File: src/rtl/prog_loader_ctrl_if.sv
`default_nettype none
// ============================================================================
// Module   : prog_loader_ctrl_if
// Brief    : Load stream, byte-write memory port and core run-control bundle.
// Revision : 1.0
// ============================================================================
interface prog_loader_ctrl_if #(
    parameter int DATA_W = 32,
    parameter int ADDR_W = 32,
    parameter int CNT_W  = 16
);
    logic              ld_valid;
    logic              ld_ready;
    logic [DATA_W-1:0] ld_data;
    logic              ld_last;
    logic              start;
    logic              clear;
    logic [ADDR_W-1:0] core_pc;
    logic              mem_we;
    logic [ADDR_W-1:0] mem_addr;
    logic [7:0]        mem_wdata;
    logic              core_rst;
    logic              done;
    logic              timed_out;
    logic              ovf;
    logic [CNT_W-1:0]  cycle_count;

    modport master (
        output ld_valid, ld_data, ld_last, start, clear, core_pc,
        input  ld_ready, mem_we, mem_addr, mem_wdata, core_rst,
        input  done, timed_out, ovf, cycle_count
    );

    modport slave (
        input  ld_valid, ld_data, ld_last, start, clear, core_pc,
        output ld_ready, mem_we, mem_addr, mem_wdata, core_rst,
        output done, timed_out, ovf, cycle_count
    );
endinterface
`default_nettype wire

File: src/rtl/prog_loader_ctrl.sv
`default_nettype none
// ============================================================================
// Module   : prog_loader_ctrl
// Brief    : Streams program words big-endian into byte memory, then runs the
//            core until it jumps to itself or the cycle budget runs out.
// Revision : 1.0
// ============================================================================
module prog_loader_ctrl #(
    parameter int DATA_W     = 32,
    parameter int ADDR_W     = 32,
    parameter int MEM_BYTES  = 1024,
    parameter int BASE_ADDR  = 0,
    parameter int CNT_W      = 16,
    parameter int MAX_CYCLES = 100
) (
    input  logic              clk,
    input  logic              reset,
    prog_loader_ctrl_if.slave bus
);
    localparam int                c_nb        = DATA_W / 8;
    localparam int                c_bc_w      = $clog2(c_nb + 1);
    localparam logic [1:0]        c_st_load   = 2'd0;
    localparam logic [1:0]        c_st_arm    = 2'd1;
    localparam logic [1:0]        c_st_run    = 2'd2;
    localparam logic [1:0]        c_st_done   = 2'd3;
    localparam logic [c_bc_w-1:0] c_bc_one    = c_bc_w'(1);
    localparam logic [c_bc_w-1:0] c_bc_nb     = c_bc_w'(c_nb);
    localparam logic [ADDR_W:0]   c_mem_bytes = (ADDR_W+1)'(MEM_BYTES);
    localparam logic [ADDR_W:0]   c_last_off  = (ADDR_W+1)'(c_nb - 1);
    localparam logic [ADDR_W-1:0] c_base      = ADDR_W'(BASE_ADDR);
    localparam logic [ADDR_W-1:0] c_nb_addr   = ADDR_W'(c_nb);
    localparam logic [ADDR_W-1:0] c_addr_one  = ADDR_W'(1);
    localparam logic [CNT_W-1:0]  c_max       = CNT_W'(MAX_CYCLES);
    localparam logic [CNT_W-1:0]  c_cnt_one   = CNT_W'(1);

    logic [1:0]        r_state;
    logic [ADDR_W-1:0] r_wptr;
    logic              r_busy;
    logic [c_bc_w-1:0] r_byte_cnt;
    logic [DATA_W-1:0] r_word;
    logic              r_last;
    logic              r_wr_en;
    logic              r_ld_ready;
    logic              r_mem_we;
    logic [ADDR_W-1:0] r_mem_addr;
    logic [7:0]        r_mem_wdata;
    logic              r_core_rst;
    logic              r_done;
    logic              r_timed_out;
    logic              r_ovf;
    logic [CNT_W-1:0]  r_cycle_count;
    logic [ADDR_W-1:0] r_pc_prev;
    logic              r_pc_valid;

    logic              w_oob;
    logic              w_halt;
    logic [CNT_W-1:0]  w_cnt_next;

    // Extra top bit keeps the range check from wrapping near the address limit.
    assign w_oob      = ({1'b0, r_wptr} + c_last_off) >= c_mem_bytes;
    assign w_halt     = r_pc_valid && (bus.core_pc == r_pc_prev);
    assign w_cnt_next = r_cycle_count + c_cnt_one;

    always_ff @(posedge clk) begin
        if (!reset) begin
            r_state       <= c_st_load;
            r_wptr        <= c_base;
            r_busy        <= 1'b0;
            r_byte_cnt    <= '0;
            r_word        <= '0;
            r_last        <= 1'b0;
            r_wr_en       <= 1'b0;
            r_ld_ready    <= 1'b0;
            r_mem_we      <= 1'b0;
            r_mem_addr    <= '0;
            r_mem_wdata   <= '0;
            r_core_rst    <= 1'b1;
            r_done        <= 1'b0;
            r_timed_out   <= 1'b0;
            r_ovf         <= 1'b0;
            r_cycle_count <= '0;
            r_pc_prev     <= '0;
            r_pc_valid    <= 1'b0;
        end else begin
            case (r_state)
                c_st_load: begin
                    if (!r_busy) begin
                        if (bus.ld_valid && r_ld_ready) begin
                            r_busy      <= 1'b1;
                            r_byte_cnt  <= c_bc_one;
                            r_word      <= bus.ld_data << 8;
                            r_last      <= bus.ld_last;
                            r_wr_en     <= !w_oob;
                            r_mem_we    <= !w_oob;
                            r_mem_addr  <= r_wptr;
                            r_mem_wdata <= bus.ld_data[DATA_W-1 -: 8];
                            r_ld_ready  <= 1'b0;
                            if (w_oob) begin
                                r_ovf <= 1'b1;
                            end
                        end else begin
                            r_ld_ready <= 1'b1;
                        end
                    end else if (r_byte_cnt != c_bc_nb) begin
                        r_mem_we    <= r_wr_en;
                        r_mem_addr  <= r_mem_addr + c_addr_one;
                        r_mem_wdata <= r_word[DATA_W-1 -: 8];
                        r_word      <= r_word << 8;
                        r_byte_cnt  <= r_byte_cnt + c_bc_one;
                    end else begin
                        // Idle cycle after the last byte keeps the cadence at NB+1.
                        r_busy   <= 1'b0;
                        r_mem_we <= 1'b0;
                        r_wptr   <= r_wptr + c_nb_addr;
                        if (r_last) begin
                            r_state    <= c_st_arm;
                            r_ld_ready <= 1'b0;
                        end else begin
                            r_ld_ready <= 1'b1;
                        end
                    end
                end
                c_st_arm: begin
                    if (bus.start) begin
                        r_state    <= c_st_run;
                        r_core_rst <= 1'b0;
                    end
                end
                c_st_run: begin
                    r_cycle_count <= w_cnt_next;
                    r_pc_prev     <= bus.core_pc;
                    r_pc_valid    <= 1'b1;
                    // Halt takes priority when it coincides with the budget running out.
                    if (w_halt) begin
                        r_state     <= c_st_done;
                        r_done      <= 1'b1;
                        r_timed_out <= 1'b0;
                        r_core_rst  <= 1'b1;
                    end else if (w_cnt_next == c_max) begin
                        r_state     <= c_st_done;
                        r_done      <= 1'b1;
                        r_timed_out <= 1'b1;
                        r_core_rst  <= 1'b1;
                    end
                end
                c_st_done: begin
                    if (bus.clear) begin
                        r_state       <= c_st_load;
                        r_wptr        <= c_base;
                        r_cycle_count <= '0;
                        r_done        <= 1'b0;
                        r_timed_out   <= 1'b0;
                        r_pc_valid    <= 1'b0;
                        r_ld_ready    <= 1'b1;
                    end
                end
                default: r_state <= c_st_load;
            endcase
        end
    end

    assign bus.ld_ready    = r_ld_ready;
    assign bus.mem_we      = r_mem_we;
    assign bus.mem_addr    = r_mem_addr;
    assign bus.mem_wdata   = r_mem_wdata;
    assign bus.core_rst    = r_core_rst;
    assign bus.done        = r_done;
    assign bus.timed_out   = r_timed_out;
    assign bus.ovf         = r_ovf;
    assign bus.cycle_count = r_cycle_count;
endmodule
`default_nettype wire

File: src/flat_wrapper.sv
// flat-port wrapper written by rule: the top's interface ports become plain ports
module prog_loader_ctrl_flat 
#(
    parameter int DATA_W     = 32,
    parameter int ADDR_W     = 32,
    parameter int MEM_BYTES  = 1024,
    parameter int BASE_ADDR  = 0,
    parameter int CNT_W      = 16,
    parameter int MAX_CYCLES = 100
)
  (clk, reset, bus_ld_valid, bus_ld_data, bus_ld_last, bus_start, bus_clear, bus_core_pc, bus_ld_ready, bus_mem_we, bus_mem_addr, bus_mem_wdata, bus_core_rst, bus_done, bus_timed_out, bus_ovf, bus_cycle_count);
  prog_loader_ctrl_if #(.DATA_W(DATA_W), .ADDR_W(ADDR_W), .CNT_W(CNT_W)) bus_i ();
  input  logic clk;
  input  logic reset;
  input wire logic [$bits(bus_i.ld_valid)-1:0] bus_ld_valid;
  input wire logic [$bits(bus_i.ld_data)-1:0] bus_ld_data;
  input wire logic [$bits(bus_i.ld_last)-1:0] bus_ld_last;
  input wire logic [$bits(bus_i.start)-1:0] bus_start;
  input wire logic [$bits(bus_i.clear)-1:0] bus_clear;
  input wire logic [$bits(bus_i.core_pc)-1:0] bus_core_pc;
  output wire logic [$bits(bus_i.ld_ready)-1:0] bus_ld_ready;
  output wire logic [$bits(bus_i.mem_we)-1:0] bus_mem_we;
  output wire logic [$bits(bus_i.mem_addr)-1:0] bus_mem_addr;
  output wire logic [$bits(bus_i.mem_wdata)-1:0] bus_mem_wdata;
  output wire logic [$bits(bus_i.core_rst)-1:0] bus_core_rst;
  output wire logic [$bits(bus_i.done)-1:0] bus_done;
  output wire logic [$bits(bus_i.timed_out)-1:0] bus_timed_out;
  output wire logic [$bits(bus_i.ovf)-1:0] bus_ovf;
  output wire logic [$bits(bus_i.cycle_count)-1:0] bus_cycle_count;
  assign bus_i.ld_valid = bus_ld_valid;
  assign bus_i.ld_data = bus_ld_data;
  assign bus_i.ld_last = bus_ld_last;
  assign bus_i.start = bus_start;
  assign bus_i.clear = bus_clear;
  assign bus_i.core_pc = bus_core_pc;
  assign bus_ld_ready = bus_i.ld_ready;
  assign bus_mem_we = bus_i.mem_we;
  assign bus_mem_addr = bus_i.mem_addr;
  assign bus_mem_wdata = bus_i.mem_wdata;
  assign bus_core_rst = bus_i.core_rst;
  assign bus_done = bus_i.done;
  assign bus_timed_out = bus_i.timed_out;
  assign bus_ovf = bus_i.ovf;
  assign bus_cycle_count = bus_i.cycle_count;
  prog_loader_ctrl #(.DATA_W(DATA_W), .ADDR_W(ADDR_W), .MEM_BYTES(MEM_BYTES), .BASE_ADDR(BASE_ADDR), .CNT_W(CNT_W), .MAX_CYCLES(MAX_CYCLES)) u_core (.clk(clk), .reset(reset), .bus(bus_i));
endmodule
File: config.mk
export PLATFORM = sky130hd
export DESIGN_NAME = prog_loader_ctrl_flat
export DESIGN_NICKNAME = d
export VERILOG_FILES = /design/src/rtl/prog_loader_ctrl_if.sv /design/src/rtl/prog_loader_ctrl.sv /design/src/flat_wrapper.sv
export SDC_FILE = /design/constraint.sdc
export NUM_CORES = 1
export LEC_CHECK = 0
export BUFFER_PORTS_ARGS = -buffer_cell sky130_fd_sc_hd__buf_2
export CORE_MARGIN = 3
export CORE_UTILIZATION = 55
export DETAILED_ROUTE_END_ITERATION = 8
export HOLD_SLACK_MARGIN = 0.02
export PLACE_DENSITY = 0.86
export SLEW_MARGIN = 20
export SYNTH_ARGS = -nofsm -noshare
export SYNTH_HDL_FRONTEND = slang
export SYNTH_SLANG_ARGS = --single-unit
File: constraint.sdc
create_clock -name clk -period 3.05 [get_ports clk]
set_input_delay 0.305 -clock clk [delete_from_list [all_inputs] [get_ports clk]]
set_output_delay 0.305 -clock clk [all_outputs]
set_load 0.1 [all_outputs]
==> flow_summary.yaml <==
clocking:
  cts_buffers: 17
  path_clk_slew_ns: 0.06
  insertion_delay_ns: 0.42
  cts-resized-gates: 0
  clock_sinks: 157
  postCtsHoldBufs: 0
  cts_tree: "done"
  htree_num_levels: 4
  clock_path_buffers: 2
  cts_root_buffer: "clkbuf_16"
  cts_setup_buffers: 0
floorplanning:
  initial_core_util: 0.570
  die-area_um2: 16100
  die_w_um: 127
  boundaryPins: 132
  die_y_um: 127
  rows: 43
  core_um2: 14100
synthesis:
  ys_seq_area_frac: 0.392
  synth.avg_cell_area_um2: 8.41
  ys_ff_latch: 157
  synth_flop_cell: "dfxtp_1"
  synthesis.instances: 954
  synth-async-reset-ratio: 0
  yosys_warnings: 0
  yosysTopAreaCellShare: 0.392
  synth_commonest_cells: "nor2_1 (164), dfxtp_1 (157), nand2_1 (77), mux2i_1 (62), a21oi_1 (44)"
  yosys-top-cells-area: "dfxtp_1 (39%), mux2i_1 (7.7%), nor2_1 (7.7%)"
  synth_area_um2: 8030
  synth_edf_count: 0
  syn-num-nets: 1034
  yosysMostFrequentCell: "nor2_1"
  yosysTopAreaCell: "dfxtp_1"
  synth_cell_types: 64
detailed_routing:
  wl_per_cell_um: 16.7
  drt_iter0_drc: 815
  drc_errors: 0
  wl_mm: 20.9
  drtAntennaViolNets: 0
  first_pass_iters: 7
  viasPerCell: 6.11
  vias: 7673
final_layout:
  drive_gt1_frac: 0.196
  area_delta_synth_final_pct: 17.5
  fin_cells: 1255
  finalInstanceArea_um2: 9430
  nFillCells: 1125
  fin_nets: 1145
  diodes: 0
setup_path:
  rrSetupSlack_ns: 0.33
  startpoint_type: "register"
  critPathRequiredTime_ns: 3.35
  endpoint_kind: "register"
  r2r-end: "u_core.bus.mem_addr[16]"
  crit_fanout: 27
  rr_worst_depth: 10
  r2r_start: "u_core.r_state[0]"
  setup.worst_path.class: "register to register"
  cp.arrival_ns: 3.02
global_route:
  antenna_found_initial: 0
  grt_use_total: 0.255
  grt_pass1_wl_mm: 34.2
  grt_max_degree: 46
  grt_pass1_vias: 7051
  overflow: 0
power_and_ir_drop:
  power_frac_comb: 0.127
  clock_power_share: 0.440
  switching_share: 0.262
  p_leak_nw: 3.58
  peakVddDrop_uv: 560
  seqPwrFrac: 0.433
  intPower_mw: 3.67
  powerDensity_nw_per_um2: 528
  switchingPower_mw: 1.31
status:
  run_status: "finished clean"
timing:
  post-route-min-period_ns: 2.72
  worst_slew_pin_slew_ns: 0.640
  worst_slack_ns: 0.328
  period_share: 0.892
  clock_skew_ns: 0.00918
  timing.hold.ws_ns: 0.122
  relSlewSlack: 0.570
  setup_viol: 0
  tns_ns: 0
  rsz0062_at_grt: "false"
  drv_slew: 0
  hold_viol: 0
  timing.fmax_mhz: 367
place:
  portBuffers: 131
  place_congestion: 0.902
  dpl_cell_area_um2: 8830
  dp_slack_ns: 0.447
  hpwlAfterDp_mm: 14.1
  placed_cells: 1226
worst_hold_path:
  min_path_type: "input pin to register"
  worstHoldStart: "bus_ld_last"
  holdPathStages: 3
  min_to: "u_core.r_last"
job:
  drv_cap: 0
area by class of cell:
type                            count  area [um2]  share of cell area
Sequential cell                   157        3140               0.333
Clock buffer                       23         498              0.0528
Multi-Input combinational cell    712        4540               0.481
Inverter                           26        98.8              0.0105
Timing Repair Buffer              151         818              0.0867
Tap cell                          180         225              0.0239
Clock inverter                      6         109              0.0115
registers in the layout (all words and copies together) (netlist names):
register                flops
u_core.r_wptr              30
u_core.bus.timed_out        1
u_core.r_byte_cnt           3
u_core.r_last               1
u_core.r_state              2
u_core.bus.ovf              1
u_core.r_pc_valid           1
u_core.bus.mem_wdata        8
u_core.bus.mem_we           1
u_core.bus.cycle_count     16
u_core.r_pc_prev           32
u_core.r_busy               1
u_core.r_wr_en              1
u_core.bus.done             1
u_core.bus.ld_ready         1
u_core.bus.core_rst         1
u_core.r_word              24
u_core.bus.mem_addr        32
metrics by stage:
| stage | total power, mW | utilization |
|---|---|---|
| floorplan | 2.66 | - |
| global placement | 2.81 | 0.626 |
| detailed placement | 2.82 | 0.626 |
| CTS | 4.99 | 0.669 |
| global route | 5.15 | 0.669 |
| finish | 4.98 | 0.669 |
metal layers:
metal | track usage | wire length, um | vias up
met2 | 0.413 | 9940 | 340
met1 | 0.340 | 9080 | 3632
met3 | 0.0589 | 1530 | 43
met5 | 0 | 0 | -
met4 | 0.0814 | 403 | 0
li1 | - | - | 3658
worst max-delay path, stage by stage (launching register included):
cell,delay (ns)
dfxtp_1,0.38
inv_1,0.09
ha_1,0.30
inv_1,0.20
nor3_4,0.08
nor2_4,0.51
buf_4,0.34
nor2_1,0.07
mux2_2,0.28
a222oi_1,0.27
nor2_1,0.07
worst max-delay path by stage:
stage | from | slack, ns | end | cells after the start
finish | u_core.r_state[0] | 0.33 | u_core.bus.mem_addr[16] | 10
global route | u_core.r_state[0] | 0.14 | u_core.bus.mem_addr[11] | 10
CTS | u_core.r_state[0] | 0.37 | u_core.bus.mem_addr[16] | 10
detailed placement | u_core.r_state[0] | 0.45 | u_core.bus.mem_addr[15] | 10
global placement | u_core.r_state[0] | 0.54 | u_core.bus.mem_addr[11] | 10
floorplan | u_core.bus.cycle_count[0] | 0.04 | u_core.bus.done | 8
logic make-up (layout without fill, tap and decap cells):
group,after synthesis,in the layout,synth area share
AO/OA/AOI/OAI,187,187,0.161
XOR/XNOR,62,62,0.0676
adder cells (fa/ha/maj),10,10,0.0156
buffers and inverters,85,206,0.0450
flip-flops,157,157,0.392
multiplexers,67,67,0.0843
AND/OR/NAND/NOR,386,386,0.235
cells in the final DEF (no fill, tap or decap), types with 3 or more instances in the layout:
master and n:
nor3_2 3, ha_1 9, inv_1 25, a22oi_1 14, a222oi_1 20, nand3_2 3, clkinv_2 3, xnor2_1 42
a31oi_1 11, nand3_1 16, bufinv_16 3, a21o_1 6, dfxtp_1 156, buf_4 19, and4_1 4, and2_1 7
clkbuf_16 17, mux2_2 5, nand4_1 36, a311oi_1 3, clkbuf_8 5, xor2_1 20, o221ai_1 4, mux2i_1 62
buf_2 131, o21ai_0 38, and3_1 10, or2_2 4, nor3_1 13, a211oi_1 28, nor4_1 11, nor2_1 163
nand2_1 77, or3_1 16, a21oi_1 44, or4_1 7
power by group through the flow:
stage	registers [mW]	logic, mW	clock network, mW
finish	2.16	0.631	2.19
global route	2.16	0.678	2.31
CTS	2.16	0.628	2.21
detailed placement	2.20	0.623	0
global placement	2.20	0.613	0
floorplan	2.38	0.279	0
No activity file was read; power rests on OpenSTA's default activity.
